## config.mk

```make
export PLATFORM = sky130hd
export DESIGN_NAME = cpu_sram_arbiter_flat
export DESIGN_NICKNAME = d
export VERILOG_FILES = /design/src/rtl/cpu_sram_arbiter_if.sv /design/src/rtl/cpu_sram_arbiter.sv /design/src/flat_wrapper.sv
export SDC_FILE = /design/constraint.sdc
export NUM_CORES = 1
export LEC_CHECK = 0
export BUFFER_PORTS_ARGS = -buffer_cell sky130_fd_sc_hd__clkbuf_2
export CORE_AREA = 4 4 118 120
export CTS_BUF_LIST = sky130_fd_sc_hd__clkbuf_8
export CTS_CLUSTER_DIAMETER = 40
export CTS_CLUSTER_SIZE = 16
export DETAILED_ROUTE_END_ITERATION = 8
export DIE_AREA = 0 0 122 124
export GPL_ROUTABILITY_DRIVEN = 1
export PLACE_DENSITY_LB_ADDON = 0.15
export SLEW_MARGIN = 10
export SYNTH_ARGS = -nofsm -noshare
export SYNTH_HDL_FRONTEND = slang
export SYNTH_SLANG_ARGS = --single-unit
```

## constraint.sdc

```tcl
create_clock -name clk -period 3.05 [get_ports clk]
set_input_delay 0.7625 -clock clk [delete_from_list [all_inputs] [get_ports clk]]
set_output_delay 0.7625 -clock clk [all_outputs]
set_load 0.1 [all_outputs]
```

## src/rtl/cpu_sram_arbiter_if.sv

```systemverilog
// cpu_sram_arbiter_if: one sram-like port; request fields flow master->slave, ok/rdata slave->master.
interface cpu_sram_arbiter_if;
    logic        req;
    logic        wr;
    logic [1:0]  size;
    logic [31:0] addr;
    logic [31:0] wdata;
    logic        addr_ok;
    logic        data_ok;
    logic [31:0] rdata;
    modport master (output req, wr, size, addr, wdata, input addr_ok, data_ok, rdata);
    modport slave  (input req, wr, size, addr, wdata, output addr_ok, data_ok, rdata);
endinterface

```

## src/rtl/cpu_sram_arbiter.sv

```systemverilog
// cpu_sram_arbiter: merges inst/data sram-like masters onto one slave port, routing
// in-order responses back through a tag FIFO of outstanding requests.
module cpu_sram_arbiter #(
    parameter int OUTSTANDING = 4
) (
    input logic                  clk,
    input logic                  resetn,
    cpu_sram_arbiter_if.slave    inst,
    cpu_sram_arbiter_if.slave    data,
    cpu_sram_arbiter_if.master   mem
);
    localparam int AW = $clog2(OUTSTANDING);

    logic [AW:0]             r_count;
    logic [AW-1:0]           r_wptr;
    logic [AW-1:0]           r_rptr;
    logic [OUTSTANDING-1:0]  r_tag;
    logic                    w_full;
    logic                    w_empty;
    logic                    w_sel_data;
    logic                    w_push;
    logic                    w_pop;
    logic                    w_head;

    assign w_full     = r_count == (AW+1)'(OUTSTANDING);
    assign w_empty    = r_count == '0;
    assign w_sel_data = data.req;
    assign w_head     = r_tag[r_rptr];
    assign w_push     = mem.req & mem.addr_ok;
    assign w_pop      = mem.data_ok & ~w_empty;

    always_comb begin
        mem.req   = (inst.req | data.req) & ~w_full;
        mem.wr    = w_sel_data ? data.wr : 1'b0;
        mem.size  = w_sel_data ? data.size : inst.req ? 2'd2 : 2'd0;
        mem.addr  = w_sel_data ? data.addr : inst.req ? inst.addr : 32'd0;
        mem.wdata = w_sel_data ? data.wdata : 32'd0;
    end

    assign data.addr_ok = w_push & w_sel_data;
    assign inst.addr_ok = w_push & ~w_sel_data;
    assign inst.data_ok = w_pop & ~w_head;
    assign data.data_ok = w_pop & w_head;
    assign inst.rdata   = mem.rdata;
    assign data.rdata   = mem.rdata;

    always_ff @(posedge clk or negedge resetn) begin
        if (!resetn) begin
            r_count <= '0;
            r_wptr  <= '0;
            r_rptr  <= '0;
            r_tag   <= '0;
        end else begin
            if (w_push) begin
                r_tag[r_wptr] <= w_sel_data;
                r_wptr        <= r_wptr + 1'b1;
            end
            if (w_pop)
                r_rptr <= r_rptr + 1'b1;
            r_count <= r_count + {{AW{1'b0}}, w_push} - {{AW{1'b0}}, w_pop};
        end
    end

`ifndef SYNTHESIS
    // A response with nothing in flight (e.g. one left over from before reset) is dropped.
    always_ff @(posedge clk)
        if (resetn && mem.data_ok)
            assert (!w_empty) else $warning("spurious mem data_ok ignored");
`endif
endmodule

```

## src/flat_wrapper.sv

```systemverilog
// flat-port wrapper written by rule: the top's interface ports become plain ports
module cpu_sram_arbiter_flat 
#(
    parameter int OUTSTANDING = 4
)
  (clk, resetn, inst_req, inst_wr, inst_size, inst_addr, inst_wdata, inst_addr_ok, inst_data_ok, inst_rdata, data_req, data_wr, data_size, data_addr, data_wdata, data_addr_ok, data_data_ok, data_rdata, mem_req, mem_wr, mem_size, mem_addr, mem_wdata, mem_addr_ok, mem_data_ok, mem_rdata);
  cpu_sram_arbiter_if inst_i ();
  cpu_sram_arbiter_if data_i ();
  cpu_sram_arbiter_if mem_i ();
  input logic clk;
  input logic resetn;
  input wire logic [$bits(inst_i.req)-1:0] inst_req;
  input wire logic [$bits(inst_i.wr)-1:0] inst_wr;
  input wire logic [$bits(inst_i.size)-1:0] inst_size;
  input wire logic [$bits(inst_i.addr)-1:0] inst_addr;
  input wire logic [$bits(inst_i.wdata)-1:0] inst_wdata;
  output wire logic [$bits(inst_i.addr_ok)-1:0] inst_addr_ok;
  output wire logic [$bits(inst_i.data_ok)-1:0] inst_data_ok;
  output wire logic [$bits(inst_i.rdata)-1:0] inst_rdata;
  input wire logic [$bits(data_i.req)-1:0] data_req;
  input wire logic [$bits(data_i.wr)-1:0] data_wr;
  input wire logic [$bits(data_i.size)-1:0] data_size;
  input wire logic [$bits(data_i.addr)-1:0] data_addr;
  input wire logic [$bits(data_i.wdata)-1:0] data_wdata;
  output wire logic [$bits(data_i.addr_ok)-1:0] data_addr_ok;
  output wire logic [$bits(data_i.data_ok)-1:0] data_data_ok;
  output wire logic [$bits(data_i.rdata)-1:0] data_rdata;
  output wire logic [$bits(mem_i.req)-1:0] mem_req;
  output wire logic [$bits(mem_i.wr)-1:0] mem_wr;
  output wire logic [$bits(mem_i.size)-1:0] mem_size;
  output wire logic [$bits(mem_i.addr)-1:0] mem_addr;
  output wire logic [$bits(mem_i.wdata)-1:0] mem_wdata;
  input wire logic [$bits(mem_i.addr_ok)-1:0] mem_addr_ok;
  input wire logic [$bits(mem_i.data_ok)-1:0] mem_data_ok;
  input wire logic [$bits(mem_i.rdata)-1:0] mem_rdata;
  assign inst_i.req = inst_req;
  assign inst_i.wr = inst_wr;
  assign inst_i.size = inst_size;
  assign inst_i.addr = inst_addr;
  assign inst_i.wdata = inst_wdata;
  assign inst_addr_ok = inst_i.addr_ok;
  assign inst_data_ok = inst_i.data_ok;
  assign inst_rdata = inst_i.rdata;
  assign data_i.req = data_req;
  assign data_i.wr = data_wr;
  assign data_i.size = data_size;
  assign data_i.addr = data_addr;
  assign data_i.wdata = data_wdata;
  assign data_addr_ok = data_i.addr_ok;
  assign data_data_ok = data_i.data_ok;
  assign data_rdata = data_i.rdata;
  assign mem_req = mem_i.req;
  assign mem_wr = mem_i.wr;
  assign mem_size = mem_i.size;
  assign mem_addr = mem_i.addr;
  assign mem_wdata = mem_i.wdata;
  assign mem_i.addr_ok = mem_addr_ok;
  assign mem_i.data_ok = mem_data_ok;
  assign mem_i.rdata = mem_rdata;
  cpu_sram_arbiter #(.OUTSTANDING(OUTSTANDING)) u_core (.clk(clk), .resetn(resetn), .inst(inst_i), .data(data_i), .mem(mem_i));
endmodule
```

After elaboration in Yosys (flattened, before gate mapping)

Index checks and enable logic that the tools add are counted.

Add/sub/neg operators: 4
Magnitude comparators: 3
Equality and inequality tests: 1
Mux-type cells: 11
Bitwise gates (word level): 12
Reductions and logical operators: 2

Operators with widths:

| cell                                                                                 | number |
|---|---|
| 32-bit two-way mux                                                                   | 3 |
| 1-bit bitwise AND                                                                    | 7 |
| 2-bit by 3-bit < comparator with 1-bit output (second input constant)                | 2 |
| 2-bit by 1-bit adder with 2-bit output (second input constant)                       | 2 |
| 4-bit bitwise mux                                                                    | 1 |
| 2-bit two-way mux                                                                    | 2 |
| 1-bit NOT                                                                            | 4 |
| 3-bit by 1-bit adder with 3-bit output                                               | 1 |
| 3-bit == test (second input constant)                                                | 1 |
| 3-bit zero test                                                                      | 1 |
| 1-bit two-way mux                                                                    | 3 |
| 3-bit by 1-bit subtractor with 3-bit output                                          | 1 |
| 1-bit binary-select mux with 2-bit select                                            | 1 |
| 1-bit demux with 2-bit select                                                        | 1 |
| 2-bit by 1-bit greater-or-equal comparator with 1-bit output (second input constant) | 1 |
| 1-bit logical AND                                                                    | 1 |
| 1-bit bitwise OR                                                                     | 1 |

Flip-flop bits (word level): 11
Input port bits: 172
Output and inout port bits: 136
Logic and storage cells: 37

Longest topological paths before layout

Word-level depth: 6
Depth in mapped cells: 8
Gate-level depth less buffers: 8

Worst setup path after synthesis

No wires, ideal clock.

Kind: in2out
From: in data_req
To: out mem_addr[29]
Data arrival time: 3046 ps
Data required time: 2288 ps
Path slack: -758 ps
Stages: 2
Buffers on the path: 1
Path through: clkbuf_1 -> o21ai_0

Cells in the longest elaborated chain, start to end: 1

RTL lines:

| what               | line                   | RTL |
|---|---|---|
| from (decl)        | flat_wrapper.sv:20     | `input wire logic [$bits(data_i.req)-1:0] data_req;` |
| 32-bit two-way mux | cpu_sram_arbiter.sv:36 | `mem.addr = w_sel_data ? data.addr : inst.req ? inst.addr : 32'd0;` |
| to (decl)          | flat_wrapper.sv:31     | `output wire logic [$bits(mem_i.addr)-1:0] mem_addr;` |

Every way passes these cells.

Worst setup path in the final report

From: in data_req
To: out inst_addr_ok

Cells in the longest elaborated chain, start to end: 4
Elaborated cells between the ends (all ways): 5
Classes of those cells: 5 x bitwise

RTL lines:

| what              | line                   | RTL |
|---|---|---|
| 1-bit bitwise OR  | cpu_sram_arbiter.sv:33 | `mem.req = (inst.req \| data.req) & ~w_full;` |
| 1-bit bitwise AND | cpu_sram_arbiter.sv:33 |  |
| 1-bit bitwise AND | cpu_sram_arbiter.sv:29 | `assign w_push = mem.req & mem.addr_ok;` |
| net u_core.w_push | cpu_sram_arbiter.sv:21 | `logic w_push;` |
| 1-bit bitwise AND | cpu_sram_arbiter.sv:41 | `assign inst.addr_ok = w_push & ~w_sel_data;` |
| to (decl)         | flat_wrapper.sv:17     | `output wire logic [$bits(inst_i.addr_ok)-1:0] inst_addr_ok;` |

The timed path passes the listed nets, and every way through them passes these cells.

==> impl_metrics.ini <==
[status]
status = completed

[timing]
min_period_over_period_pct = 89.06
maxSlewHeadroom_pct = 63.05
tns_ns = 0
hold_viol_final = 0
fin_crit_ns = 2.716
clock.fmax_mhz = 368.1
finalSetupViolCount = 0
worst_pin_slew_ns = 0.5567
holdWs_ns = 0.4018
fin_skew_ns = 0.0007832
rsz0062_at_grt = false
maxSlewViolCount = 0

[logic_synthesis]
avgSynthCellArea_sq_um = 8.408
ys_seq_elements = 11
synth_fp_nets = 379
yosysTopAreaCell = buf_4
synthTopCellsByArea = buf_4, dfrtp_1, a22o_1
yosys_warnings = 0
seq_area_frac_synth_pct = 16.37
syn-cell-area_sq_um = 1682
ys_types = 23
synth_cells = 200
synth_top_cell_area_share_pct = 28.57

[clock_network]
ctsResizeCount = 0
clk_latency_ns = 0.23
cts.clk_slew.worst_paths_ns = 0.05
htreeDepth = 1
clockBufferDepth = 2
cts_tree = yes
postCtsSetupBuffers = 0
cts-root-buf = clkbuf_8
cts_hold_buf = 0
numCtsBuffers = 3
clkSinkCount = 11

[global_routing]
use_met1_pct = 8.858
grt_use_met2_pct = 13.50
met3_usage_pct = 1.907
grt_overflow = 0
grt_pass1_vias = 1613
antenna_found_initial = 0
grt_usage_pct = 7.532
top_usage_layer = met2
grt_max_degree = 63
grt_pass1_wl_um = 9066

[routing]
wl_per_cell_um = 13.82
ant_nets = 0
wirelength_um = 6663
drcViolationCount = 0
drt_pre_antenna_iters = 4
vias = 1655
viasPerCell = 3.434
drt_iter0_drc = 58

[layout]
layout.nets = 486
final_common_cell = clkbuf_2
synthToLayoutAreaGrowth_pct = 101.7
drive_gt1_share_pct = 61.76
num_antenna_cells = 0
layout_common_cells = clkbuf_2, buf_12, and2_1
layout.cells.non_filler = 482

[floorplanning]
start_util_pct = 12.96
die_h_um = 124
rows = 42
ios = 308
coreArea_sq_um = 12980
die_area_sq_um = 15130
die_w_um = 122

[pwr]
power_leakage_nw = 1.629
vdd_drop_max_mv = 0.2730
fin_total_pwr_mw = 1.769
power_density_nw_per_um2 = 521.7

[critical_path]
required_ns = 2.29
worstPathArrival_ns = 1.95
regToRegSetupSlack_ns = 0.79
critPathKind = in -> out
path_max_fanout = 15
end_kind = output port
r2r_cells = 8
r2r-start = u_core.r_count[1]
start_kind = input pin
r2r_end = u_core.r_count[2]

[placed_design]
place_inst = 478
gp_congestion = 0.6774
dp_hpwl_um = 5875
port_buffers = 176

[job]
drv_cap = 0

[hold_path]
min_path_type = in -> async
==> area by class of cell <==
class,instances,area (sq um)
clock buffer,3,41.29
multi-input combinational,106,853.3
sequential,11,275.3
tap,176,220.2
timing repair buffer,178,1972
inverter,7,26.28
fill,1430,9588
clock inverter,1,3.754
==> Yosys cell counts <==
cell type  instances
a21o_1             1
inv_1              6
mux2_4             1
xnor2_1            5
and2_1            36
fa_1               1
mux2_1             4
ha_1               6
dfrtp_1           11
nor2_1             2
o21ai_0            1
buf_4             64
nor2_2             1
nor3_1             4
nor2b_1            2
nand2_1            7
a22o_1            31
clkbuf_1           7
o31ai_1            1
buf_2              5
inv_2              1
mux4_2             1
nor3b_4            2
==> where the power goes <==
group | internal [mW] | leakage (nW) | switching (mW)
Clock | 0.0878 | 0.0269 | 0.0488
Sequential | 0.227 | 0.129 | 0.0644
Combinational | 0.499 | 1.47 | 0.843
==> kinds of logic after synthesis <==
| group | share of synthesized area (%) |
|---|---|
| buf+inv | 33.18 |
| simple gates | 19.94 |
| compound gates | 17.34 |
| flops | 16.37 |
| fa+ha+maj | 5.655 |
| mux | 4.910 |
| xor+xnor | 2.604 |
==> registers in the layout, indices dropped and copies added, names as in the netlist <==
signal	flops
u_core.r_count	3
u_core.r_rptr	2
u_core.r_tag	4
u_core.r_wptr	2
==> stage by stage <==
step	util, %	instance area, sq um	setup slack (ns)
floorplan	-	1684	0.001093
global route	26.13	3392	0.1753
finish	26.13	3392	0.3336
detailed placement	25.79	3347	0.2814
global placement	25.79	3347	0.2959
CTS	26.13	3392	0.2771
==> worst max path at each step <==
stage | start | slack (ns) | depth (start not counted) | to
2_1_floorplan | data_req | 0.001 | 2 | mem_addr[29]
4_1_cts | data_req | 0.28 | 5 | inst_addr_ok
3_3_place_gp | data_req | 0.30 | 5 | inst_addr_ok
6_report | data_req | 0.33 | 5 | inst_addr_ok
3_5_place_dp | data_req | 0.28 | 5 | inst_addr_ok
5_1_grt | data_req | 0.18 | 5 | inst_addr_ok
==> layer usage <==
metal / routed length [um] / share of wire (%) / up-vias
met5: 0 / 0 / -
li1: - / - / 816
met3: 691 / 10 / 12
met4: 86 / 1.3 / 0
met1: 2408 / 36 / 735
met2: 3477 / 52 / 92
==> critical path: stages <==
cell	delay [ns]
clkbuf_2	0.28
nor2_2	0.13
nor3b_4	0.32
nor2b_2	0.25
buf_12	0.19
Note: power is estimated with default switching activity, not from simulation.
